<file path="src/rtl/lif_pkg.sv">
// Shared constants and types for the two-neuron LIF address-event encoder.
package lif_pkg;

  localparam int TS_W_DEF  = 6;
  localparam int DEPTH_DEF = 4;

  typedef enum logic {
    NEURON0 = 1'b0,
    NEURON1 = 1'b1
  } neuron_id_e;

  // One event word is {id, timestamp, lost}.
  function automatic int evt_w(input int ts_w);
    return ts_w + 2;
  endfunction

endpackage

</file>
<file path="src/rtl/lif_aer_encoder_if.sv">
// Valid/ready event stream between the encoder (master) and its consumer (slave).
interface lif_aer_encoder_if #(
  parameter int EVT_W = lif_pkg::evt_w(lif_pkg::TS_W_DEF)
) ();

  logic [EVT_W-1:0] ev_data;
  logic             ev_valid;
  logic             ev_ready;

  modport master (output ev_data, output ev_valid, input ev_ready);
  modport slave  (input ev_data, input ev_valid, output ev_ready);

endinterface

</file>
<file path="src/rtl/lif_evt_fifo.sv">
// Event FIFO with up to two writes and one read per cycle; occupancy is registered.
module lif_evt_fifo
  import lif_pkg::*;
#(
  parameter int DEPTH = DEPTH_DEF,
  parameter int EVT_W = evt_w(TS_W_DEF),
  localparam int AW   = $clog2(DEPTH),
  localparam int CW   = $clog2(DEPTH) + 1
) (
  input  logic             clk_i,
  input  logic             rst_ni,
  input  logic             push0_i,
  input  logic             push1_i,
  input  logic [EVT_W-1:0] wdata0_i,
  input  logic [EVT_W-1:0] wdata1_i,
  input  logic             ready_i,
  output logic [EVT_W-1:0] rdata_o,
  output logic             valid_o,
  output logic             full_o,
  output logic [CW-1:0]    occ_o
);

  logic [EVT_W-1:0] mem_q [DEPTH];
  logic [AW-1:0]    wptr_q, wptr_d, wptr1_s;
  logic [AW-1:0]    rptr_q, rptr_d;
  logic [CW-1:0]    occ_q, occ_d;
  logic             pop_s;
  logic [1:0]       n_push_s;

  // push1_i is only ever asserted together with push0_i, so it lands one slot later.
  always_comb begin
    pop_s    = (occ_q != {CW{1'b0}}) && ready_i;
    wptr1_s  = wptr_q + AW'(1);
    n_push_s = {1'b0, push0_i} + {1'b0, push1_i};
    wptr_d   = wptr_q + AW'(n_push_s);
    if (pop_s) begin
      rptr_d = rptr_q + AW'(1);
    end else begin
      rptr_d = rptr_q;
    end
    occ_d = occ_q + CW'(n_push_s) - CW'(pop_s);
  end

  always_ff @(posedge clk_i) begin
    if (push0_i) begin
      mem_q[wptr_q] <= wdata0_i;
    end
    if (push1_i) begin
      mem_q[wptr1_s] <= wdata1_i;
    end
  end

  always_ff @(posedge clk_i) begin
    if (!rst_ni) begin
      wptr_q <= {AW{1'b0}};
      rptr_q <= {AW{1'b0}};
      occ_q  <= {CW{1'b0}};
    end else begin
      wptr_q <= wptr_d;
      rptr_q <= rptr_d;
      occ_q  <= occ_d;
    end
  end

  assign rdata_o = mem_q[rptr_q];
  assign valid_o = (occ_q != {CW{1'b0}});
  assign full_o  = (occ_q == CW'(DEPTH));
  assign occ_o   = occ_q;

endmodule

</file>
<file path="src/rtl/lif_aer_encoder.sv">
// Two-neuron spike to address-event encoder: timestamping, arbitration into the
// event FIFO, sticky loss marking and a saturating drop counter.
module lif_aer_encoder
  import lif_pkg::*;
#(
  parameter int DEPTH  = DEPTH_DEF,
  parameter int TS_W   = TS_W_DEF,
  localparam int EVT_W = evt_w(TS_W),
  localparam int CW    = $clog2(DEPTH) + 1
) (
  input  logic                      clk,
  input  logic                      rst_n,
  input  logic                      en,
  input  logic                      spike0,
  input  logic                      spike1,
  lif_aer_encoder_if.master         ev_if,
  output logic                      fifo_full,
  output logic [7:0]                drop_cnt
);

  localparam logic [CW-1:0] DEPTH_C = CW'(DEPTH);

  logic [TS_W-1:0]  ts_q, ts_d;
  logic             lost_q, lost_d;
  logic [7:0]       drop_cnt_q, drop_cnt_d;
  logic [CW-1:0]    occ_s, free_s;
  logic             s0_s, s1_s, acc0_s, acc1_s;
  logic [1:0]       n_drop_s;
  logic [8:0]       drop_sum_s;
  logic             push0_s, push1_s;
  logic [EVT_W-1:0] w0_s, w1_s;

  // Free space ignores a same-cycle pop, so the FIFO can never be overfilled.
  always_comb begin
    s0_s     = en & spike0;
    s1_s     = en & spike1;
    free_s   = DEPTH_C - occ_s;
    acc0_s   = 1'b0;
    acc1_s   = 1'b0;
    n_drop_s = 2'd0;
    if (s0_s && s1_s) begin
      if (free_s >= CW'(2)) begin
        acc0_s = 1'b1;
        acc1_s = 1'b1;
      end else if (free_s == CW'(1)) begin
        acc0_s   = 1'b1;
        n_drop_s = 2'd1;
      end else begin
        n_drop_s = 2'd2;
      end
    end else if (s0_s || s1_s) begin
      if (free_s != {CW{1'b0}}) begin
        acc0_s = s0_s;
        acc1_s = s1_s;
      end else begin
        n_drop_s = 2'd1;
      end
    end else begin
      n_drop_s = 2'd0;
    end
  end

  // The first written entry carries the pending loss mark; a second one never does.
  always_comb begin
    push0_s    = acc0_s | acc1_s;
    push1_s    = acc0_s & acc1_s;
    w0_s       = {(acc0_s ? 1'(NEURON0) : 1'(NEURON1)), ts_q, lost_q};
    w1_s       = {1'(NEURON1), ts_q, 1'b0};
    drop_sum_s = {1'b0, drop_cnt_q} + {7'd0, n_drop_s};
    if (drop_sum_s[8]) begin
      drop_cnt_d = 8'hFF;
    end else begin
      drop_cnt_d = drop_sum_s[7:0];
    end
    if (n_drop_s != 2'd0) begin
      lost_d = 1'b1;
    end else if (push0_s) begin
      lost_d = 1'b0;
    end else begin
      lost_d = lost_q;
    end
    if (en) begin
      ts_d = ts_q + TS_W'(1);
    end else begin
      ts_d = ts_q;
    end
  end

  always_ff @(posedge clk) begin
    if (!rst_n) begin
      ts_q       <= {TS_W{1'b0}};
      lost_q     <= 1'b0;
      drop_cnt_q <= 8'd0;
    end else begin
      ts_q       <= ts_d;
      lost_q     <= lost_d;
      drop_cnt_q <= drop_cnt_d;
    end
  end

  lif_evt_fifo #(
    .DEPTH (DEPTH),
    .EVT_W (EVT_W)
  ) u_fifo (
    .clk_i    (clk),
    .rst_ni   (rst_n),
    .push0_i  (push0_s),
    .push1_i  (push1_s),
    .wdata0_i (w0_s),
    .wdata1_i (w1_s),
    .ready_i  (ev_if.ev_ready),
    .rdata_o  (ev_if.ev_data),
    .valid_o  (ev_if.ev_valid),
    .full_o   (fifo_full),
    .occ_o    (occ_s)
  );

  assign drop_cnt = drop_cnt_q;

endmodule

</file>
<file path="src/flat_wrapper.sv">
// flat-port wrapper written by rule: the top's interface ports become plain ports
module lif_aer_encoder_flat import lif_pkg::*;
#(
  parameter int DEPTH  = DEPTH_DEF,
  parameter int TS_W   = TS_W_DEF,
  localparam int EVT_W = evt_w(TS_W),
  localparam int CW    = $clog2(DEPTH) + 1
)
  (clk, rst_n, en, spike0, spike1, fifo_full, drop_cnt, ev_if_ev_data, ev_if_ev_valid, ev_if_ev_ready);
  lif_aer_encoder_if #(.EVT_W(8)) ev_if_i ();
  input  logic clk;
  input  logic rst_n;
  input  logic en;
  input  logic spike0;
  input  logic spike1;
  output logic fifo_full;
  output logic [7:0] drop_cnt;
  output wire logic [$bits(ev_if_i.ev_data)-1:0] ev_if_ev_data;
  output wire logic [$bits(ev_if_i.ev_valid)-1:0] ev_if_ev_valid;
  input wire logic [$bits(ev_if_i.ev_ready)-1:0] ev_if_ev_ready;
  assign ev_if_ev_data = ev_if_i.ev_data;
  assign ev_if_ev_valid = ev_if_i.ev_valid;
  assign ev_if_i.ev_ready = ev_if_ev_ready;
  lif_aer_encoder #(.DEPTH(DEPTH), .TS_W(TS_W)) u_core (.clk(clk), .rst_n(rst_n), .en(en), .spike0(spike0), .spike1(spike1), .ev_if(ev_if_i), .fifo_full(fifo_full), .drop_cnt(drop_cnt));
endmodule
</file>
<file path="config.mk">
export PLATFORM = sky130hd
export DESIGN_NAME = lif_aer_encoder_flat
export DESIGN_NICKNAME = d
export VERILOG_FILES = /design/src/rtl/lif_pkg.sv /design/src/rtl/lif_aer_encoder_if.sv /design/src/rtl/lif_evt_fifo.sv /design/src/rtl/lif_aer_encoder.sv /design/src/flat_wrapper.sv
export SDC_FILE = /design/constraint.sdc
export NUM_CORES = 1
export LEC_CHECK = 0
export CAP_MARGIN = 20
export CORE_ASPECT_RATIO = 0.7
export CORE_MARGIN = 2
export CORE_UTILIZATION = 40
export DETAILED_ROUTE_END_ITERATION = 10
export GPL_TIMING_DRIVEN = 0
export SLEW_MARGIN = 20
export SYNTH_ARGS = -nofsm -noshare
export SYNTH_HDL_FRONTEND = slang
export SYNTH_HIERARCHICAL = 1
export SYNTH_SLANG_ARGS = --single-unit
</file>
<file path="constraint.sdc">
create_clock -name clk -period 6.4 [get_ports clk]
set_clock_uncertainty 0.05 [all_clocks]
set_input_delay 1.28 -clock clk [delete_from_list [all_inputs] [get_ports clk]]
set_output_delay 1.28 -clock clk [all_outputs]
set_load 0.01 [all_outputs]
</file>
==> results.json, run 1 <==
{
  "cts_hold_buf": 0,
  "max_cap_violations": 0,
  "grt_start_max_net_pins": 18,
  "postRouteAntennaNets": 0,
  "crit-reg2reg-launch": "u_core/u_fifo/occ_o[0]",
  "area_delta_synth_final_pct": 16.1,
  "slowest_stage": "clkdlybuf4s50_1",
  "final_area_um2": 3430,
  "h-tree-depth": 2,
  "p_seq_frac": 0.437,
  "grt_overflow": 0,
  "cts-resized-gates": 0,
  "cp.required_ns": 6.55,
  "min_period_ns": 4.05,
  "dieArea_um2": 8100,
  "grt_pass1_wl_um": 8910,
  "end_kind": "register",
  "fin_ws_ns": 2.35,
  "post_drt_via_cell_ratio": 5.05,
  "root_buffer": "clkbuf_8",
  "status": "complete, no violations",
  "p_int_uw": 763,
  "synth_area_um2": 2950,
  "synthCells": 232,
  "core_area_um2": 7220,
  "vias": 1849,
  "power_leakage_uw": 0.00126,
  "seq_area_frac_synth": 0.488,
  "gp_congestion": 0.720,
  "irDropWorstVdd_mv": 0.105,
  "slew_viol_final": 0,
  "tritoncts": "done",
  "crit_fanout": 10,
  "die_x_um": 107,
  "diodes": 0,
  "p_comb_frac": 0.354,
  "rsz0062_at_grt": "no",
  "post_cts_buffers": 0,
  "path_clk_slew_ns": 0.09,
  "worstPathArrival_ns": 4.20,
  "wl_um": 5400,
  "antenna_found_initial": 0,
  "drive_above_1_share": 0.224,
  "drc": 0,
  "cts_buffers": 5,
  "yosys_warnings": 6,
  "clock_latency_ns": 0.30,
  "fin_setup_tns_ns": 0,
  "rows": 26,
  "pre_cts_ws_ns": 2.03,
  "max_freq_mhz": 247,
  "clock-sinks": 56,
  "syn-mean-instance-area_um2": 12.7,
  "p_per_area_nw_per_um2": 319,
  "min_path_cells": 2,
  "slew_headroom": 0.422,
  "min_path_type": "reg -> reg",
  "hpwlAfterDp_um": 3770,
  "wl_per_cell_um": 14.8,
  "fin_crit_sh": 0.632,
  "synth.distinct_cells": 48,
  "ff2ff_path_depth": 14,
  "cpPeakStageDelay_ns": 0.47,
  "r2r_slack_ns": 3.05,
  "grtUsageTotal": 0.143,
  "final_hold_viol_count": 0,
  "path_class": "in -> reg",
  "grt_pass1_vias": 1766,
  "tightest_slew_ns": 0.863,
  "port_buffers": 22,
  "drt_iter0_markers": 74,
  "start_kind": "input port",
  "p_switching_uw": 330,
  "die_height_um": 75.9,
  "dr.pass1.iters": 4,
  "setup_viol": 0,
  "p_clk_frac": 0.210,
  "clock_path_buffers": 2,
  "ios": 24,
  "nNetsFinal": 287,
  "min_from": "u_core/u_fifo/rptr_q[1]",
  "placed_cell_area_um2": 3320,
  "p_sw_frac": 0.302,
  "initial_core_util": 0.409,
  "ys_seq_elements": 56,
  "regToRegEndpoint": "u_core/u_fifo/occ_o[2]",
  "crit_chain": "clkdlybuf4s50_1, buf_2, nand3_1, a21oi_1, ha_1, inv_1, ha_1, inv_1, ha_1, inv_1, fa_1, xnor3_1, and2_1"
}
[worst max-delay path: cells and delay by family]
family | cells | cell delay (ns)
adders and majority gates | 4 | 1.08
and+or+nand+nor | 2 | 0.34
buffers and inverters | 5 | 0.88
xor gates and xnor gates | 1 | 0.18
AOI/OAI and AO/OA | 1 | 0.46
[power by group through the flow]
stage | sequential, µW | combinational, µW | clock (µW)
after floorplan | 476 | 273 | 0
after global placement | 485 | 384 | 0
after detailed placement | 487 | 392 | 0
after CTS | 478 | 393 | 237
after global routing | 486 | 429 | 251
final | 478 | 387 | 229
[cell families (layout without fill, tap and decap cells)]
group                    Yosys count  count (layout)  synth area share
AO/OA/AOI/OAI                     31              31            0.0720
other                              2               8           0.00254
adder cells (fa/ha/maj)           14              14            0.0644
multiplexers                      45              45             0.200
XOR/XNOR                           9               9            0.0385
buffers and inverters             19              49            0.0263
flip-flops                        56              56             0.488
AND/OR/NAND/NOR                   56              56             0.108
[cell type report]
class	count	area, µm²
fill	682	3790
multi-input combinational	163	1460
sequential	56	1440
timing repair buffer	22	220
tap	98	123
clock buffer	5	68.8
inverter	13	48.8
clock inverter	3	42.5
buffer	6	28.8
[worst max-delay path by stage]
stage	slack [ns]	depth (start not counted)	from	endpoint
floorplan	2.83	12	en	u_core/u_fifo/occ_o[2]
global placement	2.04	13	en	u_core/u_fifo/occ_o[2]
detailed placement	2.03	13	en	u_core/u_fifo/occ_o[2]
CTS	2.36	13	en	u_core/u_fifo/occ_o[2]
global route	2.15	13	en	u_core/u_fifo/occ_o[2]
finish	2.35	13	en	u_core/u_fifo/occ_o[2]
[metrics by stage]
| step | cells | hold WS [ns] | power, µW | utilization |
|---|---|---|---|---|
| detailed placement | 358 | 0.421 | 878 | 0.460 |
| CTS | 366 | 0.437 | 1110 | 0.475 |
| global placement | 358 | 0.412 | 869 | 0.460 |
| floorplan | 238 | 0.399 | 750 | - |
| global route | 366 | 0.476 | 1170 | 0.475 |
| finish | 366 | 0.434 | 1090 | 0.475 |
[cell usage in the layout, fill, tap and decap left out, drive strengths merged, types with 5 or more instances in the layout]
| cell type | instances |
|---|---|
| mux2 | 32 |
| edfxtp | 32 |
| dfxtp | 24 |
| clkdlybuf4s50 | 22 |
| inv | 13 |
| ha | 12 |
| nand2 | 11 |
| nor2 | 10 |
| conb | 8 |
| mux4 | 8 |
| o21ai | 7 |
| buf | 6 |
| nand3 | 6 |
| clkbuf | 5 |
| mux2i | 5 |
[flip-flops by register name, indices dropped and copies added (netlist names), named ones only]
register              flops
u_core/lost_q             1
u_core/u_fifo/occ_o       3
u_core/u_fifo/rptr_q      2
u_core/u_fifo/mem_q      32
u_core/drop_cnt           8
u_core/u_fifo/wptr_q      2
u_core/ts_q               6
[cell usage after synthesis (all sizes together)]
cell,instances,share of area
xnor3,2,0.015
nand2,11,0.015
o21ba,1,0.0034
o41ai,1,0.0030
nand3,6,0.012
a21boi,1,0.0025
nor3,4,0.0068
o21a,4,0.010
or3,3,0.0064
o21bai,1,0.0025
o2111ai,1,0.0030
mux4,8,0.061
inv,13,0.017
a211oi,1,0.0025
nor2b,3,0.0064
o31a,2,0.0059
buf,6,0.0097
nor2,10,0.013
dfxtp,24,0.16
and2,3,0.0064
xor2,4,0.012
conb,2,0.0025
o21ai,7,0.012
mux2i,5,0.017
and3b,1,0.0030
and3,1,0.0021
xnor2,3,0.011
mux2,32,0.12
ha,12,0.051
fa,2,0.014
o311ai,1,0.0030
o311a,1,0.0034
edfxtp,32,0.33
nand4b,1,0.0030
o211ai,1,0.0025
nor3b,3,0.011
a31oi,4,0.0085
a31o,1,0.0030
nand3b,3,0.0089
nand2b,3,0.0064
nand4,4,0.0085
a21oi,4,0.0068
[per-layer routing]
layer,part of all wire,GRT usage,vias to the layer above
li1,-,-,933
met2,0.42,0.203,35
met5,0,0,-
met4,0.0089,0.0390,0
met3,0.037,0.0327,4
met1,0.53,0.217,877
Power figures use the tool's default switching activity.
==> inputs of run 2 (changes only) <==
==> constraint.sdc (replaced) <==
create_clock -name clk -period 4.2 [get_ports clk]
set_clock_uncertainty 0.05 [all_clocks]
set_input_delay 0.84 -clock clk [delete_from_list [all_inputs] [get_ports clk]]
set_output_delay 0.84 -clock clk [all_outputs]
set_load 0.01 [all_outputs]
==> results of run 2 <==
The final DEF is identical to that of run 1. Status: complete, no violations.
Main changes from that run: setup slack after placement 2.03 ns -> 0.267 ns; setup slack after layout 2.35 ns -> 0.593 ns; register-to-register setup slack 3.05 ns -> 0.85 ns; total power 1090 µW -> 1670 µW; worst IR drop on VDD 0.105 mV -> 0.160 mV
